<file path="config.mk">
export PLATFORM = sky130hd
export DESIGN_NAME = prog_tick_gen
export DESIGN_NICKNAME = d
export VERILOG_FILES = /design/src/rtl/prog_tick_gen.sv
export SDC_FILE = /design/constraint.sdc
export NUM_CORES = 1
export LEC_CHECK = 0
export BUFFER_PORTS_ARGS = -buffer_cell sky130_fd_sc_hd__buf_4
export CAP_MARGIN = 20
export CORE_AREA = 5 5 55 81
export CTS_BUF_LIST = sky130_fd_sc_hd__clkbuf_4 sky130_fd_sc_hd__clkbuf_8 sky130_fd_sc_hd__clkbuf_16
export DETAILED_ROUTE_END_ITERATION = 10
export DIE_AREA = 0 0 60 86
export PLACE_DENSITY = 0.68
export SYNTH_ARGS = -nofsm -noshare
export SYNTH_HDL_FRONTEND = slang
export SYNTH_SLANG_ARGS = --single-unit
</file>
<file path="constraint.sdc">
create_clock -name clk -period 2.4 [get_ports clk]
set_input_delay 0.48 -clock clk [delete_from_list [all_inputs] [get_ports clk]]
set_output_delay 0.48 -clock clk [all_outputs]
set_load 0.01 [all_outputs]
</file>
<file path="src/rtl/prog_tick_gen.sv">
// Programmable terminal-count tick generator: WIDTH-bit up-counter with a run-time
// loadable period, periodic/one-shot modes, pause gating and a registered tick.
module prog_tick_gen #(
    parameter int WIDTH        = 8,
    parameter int RESET_PERIOD = 10
) (
    input  logic             clk,
    input  logic             rst,
    input  logic             en,
    input  logic             start,
    input  logic             stop,
    input  logic             mode,
    input  logic             load,
    input  logic [WIDTH-1:0] period_in,
    output logic             out,
    output logic [WIDTH-1:0] count,
    output logic             busy,
    output logic             done
);

    typedef enum logic {
        ST_IDLE = 1'b0,
        ST_RUN  = 1'b1
    } state_t;

    localparam logic [WIDTH-1:0] ONE     = WIDTH'(1);
    localparam logic [WIDTH-1:0] RESET_P = WIDTH'(RESET_PERIOD);

    state_t           state_q, state_d;
    logic [WIDTH-1:0] count_q, count_d;
    logic [WIDTH-1:0] p_act_q, p_act_d;
    logic [WIDTH-1:0] p_pend_q, p_pend_d;
    logic             pend_q, pend_d;
    logic             mode_q, mode_d;
    logic             out_q, out_d;
    logic             done_q, done_d;

    logic [WIDTH-1:0] p_next;
    logic             wrap;

    // Period adopted at a period boundary: a same-cycle load beats any older pending value.
    always_comb begin
        p_next = load ? period_in : (pend_q ? p_pend_q : p_act_q);
        wrap   = (state_q == ST_RUN) && en && !stop && (p_act_q != '0)
                 && (count_q == p_act_q - ONE);
    end

    always_comb begin
        state_d  = state_q;
        count_d  = count_q;
        p_act_d  = p_act_q;
        p_pend_d = p_pend_q;
        pend_d   = pend_q;
        mode_d   = mode_q;
        out_d    = 1'b0;
        done_d   = done_q;

        case (state_q)
            ST_IDLE: begin
                count_d = '0;
                if (load) begin
                    p_act_d = period_in;
                end
                // Acceptance looks at the period already active, not one loaded this cycle.
                if (start && (p_act_q != '0)) begin
                    state_d = ST_RUN;
                    mode_d  = mode;
                    done_d  = 1'b0;
                end
            end
            ST_RUN: begin
                if (load) begin
                    p_pend_d = period_in;
                    pend_d   = 1'b1;
                end
                if (stop) begin
                    state_d = ST_IDLE;
                    count_d = '0;
                    p_act_d = p_next;
                    pend_d  = 1'b0;
                end else if (wrap) begin
                    count_d = '0;
                    out_d   = 1'b1;
                    p_act_d = p_next;
                    pend_d  = 1'b0;
                    if (mode_q) begin
                        state_d = ST_IDLE;
                        done_d  = 1'b1;
                    end else if (p_next == '0) begin
                        state_d = ST_IDLE;
                    end
                end else if (en) begin
                    count_d = count_q + ONE;
                end
            end
            default: begin
                state_d = ST_IDLE;
            end
        endcase
    end

    always_ff @(posedge clk) begin
        if (rst) begin
            state_q  <= ST_IDLE;
            count_q  <= '0;
            p_act_q  <= RESET_P;
            p_pend_q <= '0;
            pend_q   <= 1'b0;
            mode_q   <= 1'b0;
            out_q    <= 1'b0;
            done_q   <= 1'b0;
        end else begin
            state_q  <= state_d;
            count_q  <= count_d;
            p_act_q  <= p_act_d;
            p_pend_q <= p_pend_d;
            pend_q   <= pend_d;
            mode_q   <= mode_d;
            out_q    <= out_d;
            done_q   <= done_d;
        end
    end

    assign out   = out_q;
    assign count = count_q;
    assign busy  = (state_q == ST_RUN);
    assign done  = done_q;

endmodule

</file>
==> results by group, run 1 <==
Run status
  • Status: finished, violations left
  • Failing checks: setup timing

Min path
  • HP Class: in -> reg
  • Hold Crit Endpoint: mode_q$_SDFFE_PP0P_
  • Hold Crit Start: mode
  • Hold path depth: 3

Clock tree
  • Worst skew pair latency: 0.28 ns
  • CTS tree: built
  • CTS Hold Bufs: 0
  • Clock buffer depth: 2
  • CTS Buf Count: 5
  • CTS H-tree lvls: 2
  • CTS root buf: clkbuf_8
  • Worst-path clk slew: 0.06 ns
  • Clock Sink Count: 29

Finish
  • Finished Layout Cells: 279
  • Fillers: 349
  • Antenna cell count: 0
  • Most common cell after layout, fill and taps aside: buf_4
  • Layout cell share with drive strength beyond 1: 0.2754
  • Design area: 2152 sq um
  • Commonest non-fill, non-tap cells in the layout: buf_4 (38), dfxtp_1 (27), nor2_1 (21), nand2_1 (21), mux2i_1 (18)
  • Area Overhead vs Synth: 23.56%
  • Nets: 253

Placement
  • HPWL Detailed: 2.867 mm
  • Gpl congestion: 0.7609
  • Placed Cells: 271
  • DP Area: 2051 sq um
  • I/O Buffers: 25

Pwr
  • Leakage: 0.8746 nW
  • Seq pwr share: 0.452
  • Psw: 0.3171 mW
  • Combinational Power Share: 0.198
  • P_int: 0.8659 mW
  • Sw frac: 0.2681
  • PD cells: 549.7 nW/um^2
  • Clock share of power: 0.350
  • Max rail drop VDD: 0.0004621 V

Global routing
  • First-pass GRT wire length: 6.292 mm
  • GRT overflow: 0
  • GRT Overall Usage: 0.1567
  • Largest net degree at the start of global routing: 31
  • Vias in the first global route: 1407
  • Initial antenna violation count: 0

Worst setup path
  • WS Path Type: reg -> reg
  • CP Data Arrival Time: 2.67 ns
  • Reg2reg start: p_act_q[0]$_SDFFE_PP0P_
  • R2R cell count: 8
  • R2R Setup Slk: -0.10 ns
  • Worst reg2reg path endpoint: p_act_q[6]$_SDFFE_PP0P_
  • Worst EP required: 2.56 ns
  • Startpoint Class: register
  • Worst Path Max Fanout: 7
  • CP endpoint kind: register

Floorplanning
  • Io pins: 26
  • Die width: 60 um
  • Initial Util: 0.4774
  • Die Ht: 86 um
  • Die ar.: 5160 sq um
  • Core Box Area: 3649 sq um
  • Site Rows: 27

STA
  • Fin. max-slew vios: 0
  • Final Hold Viols: 0
  • Tcrit/Tclk final: 1.043
  • Fin crit period: 2.504 ns
  • Finish-stage setup viols: 8
  • Final WS setup: -0.1042 ns
  • Worst-Margin Slew: 0.5055 ns
  • Post-route clock skew: 0.005618 ns
  • RSZ-0062 raised after global routing: yes
  • Final hold slack: 0.4448 ns
  • Slew HR: 0.6625
  • Fmax: 399.3 MHz

Detailed routing
  • Via-to-Cell Ratio: 5.394
  • Drt drc: 0
  • Routed WL: 3.738 mm
  • Drt pass-1 iters: 4
  • Via count: 1505
  • Antenna Nets Post-Route: 0
  • DRT iter0 DRCs: 48
  • Wire per inst: 13.40 um

Run
  • Max-cap viol count: 0

Yosys
  • Synth warn: 0
  • Synth area leader: dfxtp_1
  • FFs w/ async S/R, synth: 0
  • Post-synth top flop: dfxtp_1
  • Ranking of synthesized cells by area: dfxtp_1 (33%), mux2i_1 (10%), mux2_4 (5.2%)
  • Register area share after synthesis: 0.3333
  • Post-synth EDFFs: 0
  • Yosys top cell area share: 0.3333
  • Synthesized cell area: 1742 sq um
  • Syn nets: 221
  • Library cells used by synthesis: 38
  • Mapped Avg Cell Area: 8.580 sq um
  • Syn Inst Count: 203
  • Synthesized flop and latch total: 29
[final cells by class]
type / count / area, sq um / area share
multi-input cells: 158 / 1122 / 0.5215
flip-flops and latches: 29 / 585.6 / 0.2721
repair buffers: 38 / 285.3 / 0.1326
clock buffers: 8 / 91.34 / 0.04244
well taps: 43 / 53.80 / 0.02500
inverters: 3 / 13.76 / 0.006395
[state kept, by name (all words and copies together) (netlist names)]
register / flops
p_pend_q: 8
done: 1
count: 8
p_act_q: 8
busy: 1
pend_q: 1
out: 1
mode_q: 1
[worst max-delay path, stage by stage, from the launching register on]
cell and delay [ns]:
dfxtp_4 0.35, inv_4 0.04, ha_4 0.23, xnor2_1 0.11
or4_1 0.47, or4_4 0.44, a221oi_4 0.24, o22ai_4 0.18
mux2_4 0.33
[metrics by stage]
step	TNS, ns	power [mW]	util	worst slack (ns)
3_5_place_dp	-3.431	0.7785	0.5621	-0.2274
3_3_place_gp	-2.591	0.7752	0.5621	-0.1699
5_1_grt	-1.947	1.248	0.5898	-0.1770
6_report	-0.7036	1.183	0.5898	-0.1042
4_1_cts	-0.8860	1.196	0.5885	-0.1246
2_1_floorplan	-0.8996	0.7013	-	-0.1500
[routing by layer]
layer / vias to the layer above / global-route usage / wire (um)
li1: 777 / - / -
met5: - / 0 / 0
met3: 4 / 0.04066 / 155
met4: 0 / 0.04234 / 28
met1: 693 / 0.1715 / 1547
met2: 31 / 0.2864 / 2007
[power by group through the flow]
stage	Combinational, mW	Clock [mW]	Sequential, mW
floorplan	0.165	0	0.536
global placement	0.232	0	0.543
detailed placement	0.234	0	0.544
CTS	0.236	0.427	0.534
global route	0.260	0.449	0.539
finish	0.234	0.414	0.535
[worst max path at each step]
stage	start	endpoint	slack, ns	cells after the start
after detailed placement	stop	count[0]$_SDFFE_PP0P_	-0.23	8
after floorplan	p_act_q[0]$_SDFFE_PP0P_	p_act_q[0]$_SDFFE_PP0P_	-0.15	8
after CTS	p_act_q[0]$_SDFFE_PP0P_	p_act_q[6]$_SDFFE_PP0P_	-0.12	8
after global placement	stop	count[5]$_SDFFE_PP0P_	-0.17	8
final	p_act_q[0]$_SDFFE_PP0P_	p_act_q[6]$_SDFFE_PP0P_	-0.10	8
after global routing	p_act_q[0]$_SDFFE_PP0P_	p_act_q[6]$_SDFFE_PP0P_	-0.18	8
[cell families (layout without fill, tap and decap cells)]
group                      Yosys count  after routing  share of synthesized area
and+or+nand+nor                     86             86                     0.2536
DFF                                 29             29                     0.3333
AOI/OAI and AO/OA                   28             28                     0.1157
muxes                               24             24                     0.1552
xor gates and xnor gates            17             17                    0.08549
buffers and inverters               16             49                    0.03520
adders and majority gates            3              3                    0.02155
[what timing repair did]
| item | 4_1_cts | 5_1_grt |
|---|---|---|
| setup endpoints to repair | 16 | 17 |
| buffers inserted | 1 | 0 |
| gates cloned | 0 | 0 |
| resized for setup | 1 | 2 |
| pin swaps | 2 | 0 |
[Yosys cell counts (2+ instances only)]
cell      number
clkbuf_1      11
a211oi_1       3
nand4_1        4
nor4_1         4
inv_1          3
o21ai_0        8
nor3_1         3
and4_1         2
dfxtp_1       29
a21o_1         2
ha_1           3
nand3_1        9
nand2_1       21
mux2_4         6
nor4b_1        2
mux2i_1       18
nor2_1        21
and3_1         3
xor2_1         9
nor2b_1        9
xnor2_1        8
a21oi_1        9
No activity file was read; power rests on OpenSTA's default activity.
==> inputs of run 2 (changes only) <==
==> config.mk (replaced) <==
export PLATFORM = sky130hd
export DESIGN_NAME = prog_tick_gen
export DESIGN_NICKNAME = d
export VERILOG_FILES = /design/src/rtl/prog_tick_gen.sv
export SDC_FILE = /design/constraint.sdc
export NUM_CORES = 1
export LEC_CHECK = 0
export CAP_MARGIN = 20
export CORE_AREA = 5 5 55 81
export CTS_BUF_LIST = sky130_fd_sc_hd__clkbuf_4 sky130_fd_sc_hd__clkbuf_8 sky130_fd_sc_hd__clkbuf_16
export DETAILED_ROUTE_END_ITERATION = 10
export DIE_AREA = 0 0 60 86
export DONT_BUFFER_PORTS = 1
export PLACE_DENSITY = 0.62
export SYNTH_ARGS = -nofsm -noshare
export SYNTH_HDL_FRONTEND = slang
export SYNTH_SLANG_ARGS = --single-unit
==> results by group, run 2 (synthesized netlist as in run 1, its figures left out) <==
Run status
  • Status: finished, violations left (unchanged)
  • Failing checks: setup timing (unchanged)

Placement
  • HPWL Detailed: 3.102 mm (was 2.867 mm)
  • Gpl congestion: 0.7859 (was 0.7609)
  • I/O Buffers: 0 (was 25)

Detailed routing
  • Drt pass-1 iters: 4 (unchanged)
  • DRT iter0 DRCs: 62 (was 48)
  • Via-to-Cell Ratio: 5.613 (was 5.394)
  • Routed WL: 3.991 mm (was 3.738 mm)
  • Wire per inst: 15.29 um (was 13.40 um)
  • Antenna Nets Post-Route: 0 (unchanged)
  • Via count: 1465 (was 1505)
  • Drt drc: 0 (unchanged)

Finish
  • Area Overhead vs Synth: 17.03% (was 23.56%)
  • Nets: 235 (was 253)
  • Finished Core Util: 0.5586 (was 0.5898)
  • Layout cell share with drive strength beyond 1: 0.2339 (was 0.2754)
  • Antenna cell count: 0 (unchanged)
  • Most common cell after layout, fill and taps aside: dfxtp_1 (was buf_4)
  • Commonest non-fill, non-tap cells in the layout: dfxtp_1 (27), nand2_1 (21), buf_4 (19) (was buf_4 (38), dfxtp_1 (27), nor2_1 (21), nand2_1 (21), mux2i_1 (18))

Clock tree
  • CTS tree: built (unchanged)
  • CTS Buf Count: 5 (unchanged)
  • Worst skew pair latency: 0.28 ns (about the same)
  • Clock buffer depth: 2 (unchanged)
  • CTS root buf: clkbuf_8 (unchanged)
  • Clock Sink Count: 29 (unchanged)
  • Worst-path clk slew: 0.06 ns (about the same)
  • CTS H-tree lvls: 2 (unchanged)
  • CTS Hold Bufs: 0 (unchanged)

Global routing
  • GRT overflow: 0 (unchanged)
  • First-pass GRT wire length: 6.748 mm (was 6.292 mm)
  • GRT met2 Usage: 0.3081 (was 0.2864)
  • Initial antenna violation count: 0 (unchanged)
  • Grt met1 use: 0.1784 (was 0.1715)
  • GR Util met3: 0.03614 (was 0.04066)
  • Vias in the first global route: 1534 (was 1407)
  • GRT Overall Usage: 0.1699 (was 0.1567)
  • Largest net degree at the start of global routing: 31 (unchanged)
  • GR peak layer: met2 (unchanged)

Worst setup path
  • Worst EP required: 2.57 ns (was 2.56 ns)
  • WS Path Type: reg -> reg (unchanged)
  • Worst Path Max Fanout: 7 (unchanged)
  • Top delay family on crit path: simple AND/OR/NAND/NOR gates (unchanged)
  • Critical path, cell by cell: inv_4, ha_4, xnor2_1, or4_1, or4_4, a221oi_4, o22ai_4, mux2_4 (unchanged)
  • CP endpoint kind: register (unchanged)
  • Critical path buffers and inverters: 1 (unchanged)
  • CP peak stage delay: 0.46 ns (was 0.47 ns)
  • CP Data Arrival Time: 2.66 ns (was 2.67 ns)
  • Crit-path slowest cell: or4_1 (unchanged)
  • Startpoint Class: register (unchanged)

Floorplanning
  • Io pins: 26 (unchanged)
  • Die ar.: 5160 sq um (unchanged)
  • Core Box Area: 3649 sq um (unchanged)
  • Die Ht: 86 um (unchanged)
  • Initial Util: 0.4774 (unchanged)
  • Die width: 60 um (unchanged)
  • Site Rows: 27 (unchanged)

Run
  • Max-cap viol count: 0 (unchanged)

Pwr
  • Clock share of power: 0.374 (was 0.350)
  • P_int: 0.8750 mW (was 0.8659 mW)
  • Max rail drop VDD: 0.0004578 V (was 0.0004621 V)
  • Leakage: 0.7883 nW (was 0.8746 nW)
  • PD cells: 580.3 nW/um^2 (was 549.7 nW/um^2)
  • Combinational Power Share: 0.179 (was 0.198)
  • Seq pwr share: 0.447 (was 0.452)
  • Sw frac: 0.2602 (was 0.2681)
  • Psw: 0.3078 mW (was 0.3171 mW)

STA
  • Finish-stage setup viols: 17 (was 8)
  • Tcrit/Tclk final: 1.036 (was 1.043)
  • RSZ-0062 raised after global routing: yes (unchanged)
  • Post-route clock skew: 0.006669 ns (was 0.005618 ns)
  • Fin. max-slew vios: 0 (unchanged)
  • Final hold slack: 0.2679 ns (was 0.4448 ns)
  • Fin crit period: 2.486 ns (was 2.504 ns)
  • Final Hold Viols: 0 (unchanged)
  • Worst-Margin Slew: 0.4531 ns (was 0.5055 ns)
  • Fmax: 402.2 MHz (was 399.3 MHz)
  • Final WS setup: -0.08627 ns (was -0.1042 ns)
  • Slew HR: 0.6951 (was 0.6625)

Min path
  • HP Class: in -> reg (unchanged)
run 2: changes by cell type in the layout (fill, tap and decap cells not counted):
cell      before  now
clkbuf_4       3    0
clkinv_2       0    1
nor3_2         1    0
buf_4         38   19
nor2_2         0    5
nor2_1        21   16
nor3_1         2    3
clkbuf_8       5    7
buf_6          0    1
run 2: layout make-up:
cell class / instances / area, sq um
inverters: 3 / 13.76
repair buffers: 20 / 153.9
fillers: 345 / 1610
flip-flops and latches: 29 / 585.6
clock inverters: 1 / 5.005
well taps: 43 / 53.80
clock buffers: 7 / 96.34
multi-input cells: 158 / 1130
run 2: final timing paths:
check / startpoint / end / slack (ns) / cells past startpoint
min: rst / out$_SDFF_PP0_ / 0.27 / 1
min reg2reg: p_pend_q[1]$_SDFFE_PP0P_ / p_pend_q[1]$_SDFFE_PP0P_ / 0.45 / 2
max: p_act_q[0]$_SDFFE_PP0P_ / p_act_q[0]$_SDFFE_PP0P_ / -0.09 / 8
max reg2reg: p_act_q[0]$_SDFFE_PP0P_ / p_act_q[0]$_SDFFE_PP0P_ / -0.09 / 8
run 2: routing by layer:
layer  up-vias  routed length (um)
met5         -                   0
met2        27                2156
met4         0                  59
li1        742                   -
met3         5                 173
met1       691                1601
run 2: what timing repair did:
item | in CTS | in global routing
setup buffers | 0 | 2
endpoints found under the setup margin | 16 | 17
gates resized for setup | 2 | 6
pin swaps | 1 | 4
hold endpoints to repair | 0 | 0
run 2: power groups by stage:
stage / combinational (mW) / clock, mW / sequential (mW)
floorplan: 0.165 / 0 / 0.536
global route: 0.233 / 0.483 / 0.532
finish: 0.212 / 0.442 / 0.529
detailed placement: 0.212 / 0 / 0.538
global placement: 0.205 / 0 / 0.537
CTS: 0.213 / 0.449 / 0.528
run 2: stage by stage:
stage	power (mW)	instances	cell area [sq um]	TNS (ns)	worst slack, ns
after floorplan	0.7013	203	1763	-0.8996	-0.1500
after global placement	0.7419	251	1901	-0.9314	-0.06625
after detailed placement	0.7501	251	1901	-1.714	-0.1283
after CTS	1.190	259	2007	-0.6815	-0.09673
after global routing	1.248	261	2038	-2.649	-0.1649
final	1.183	261	2038	-1.241	-0.08627
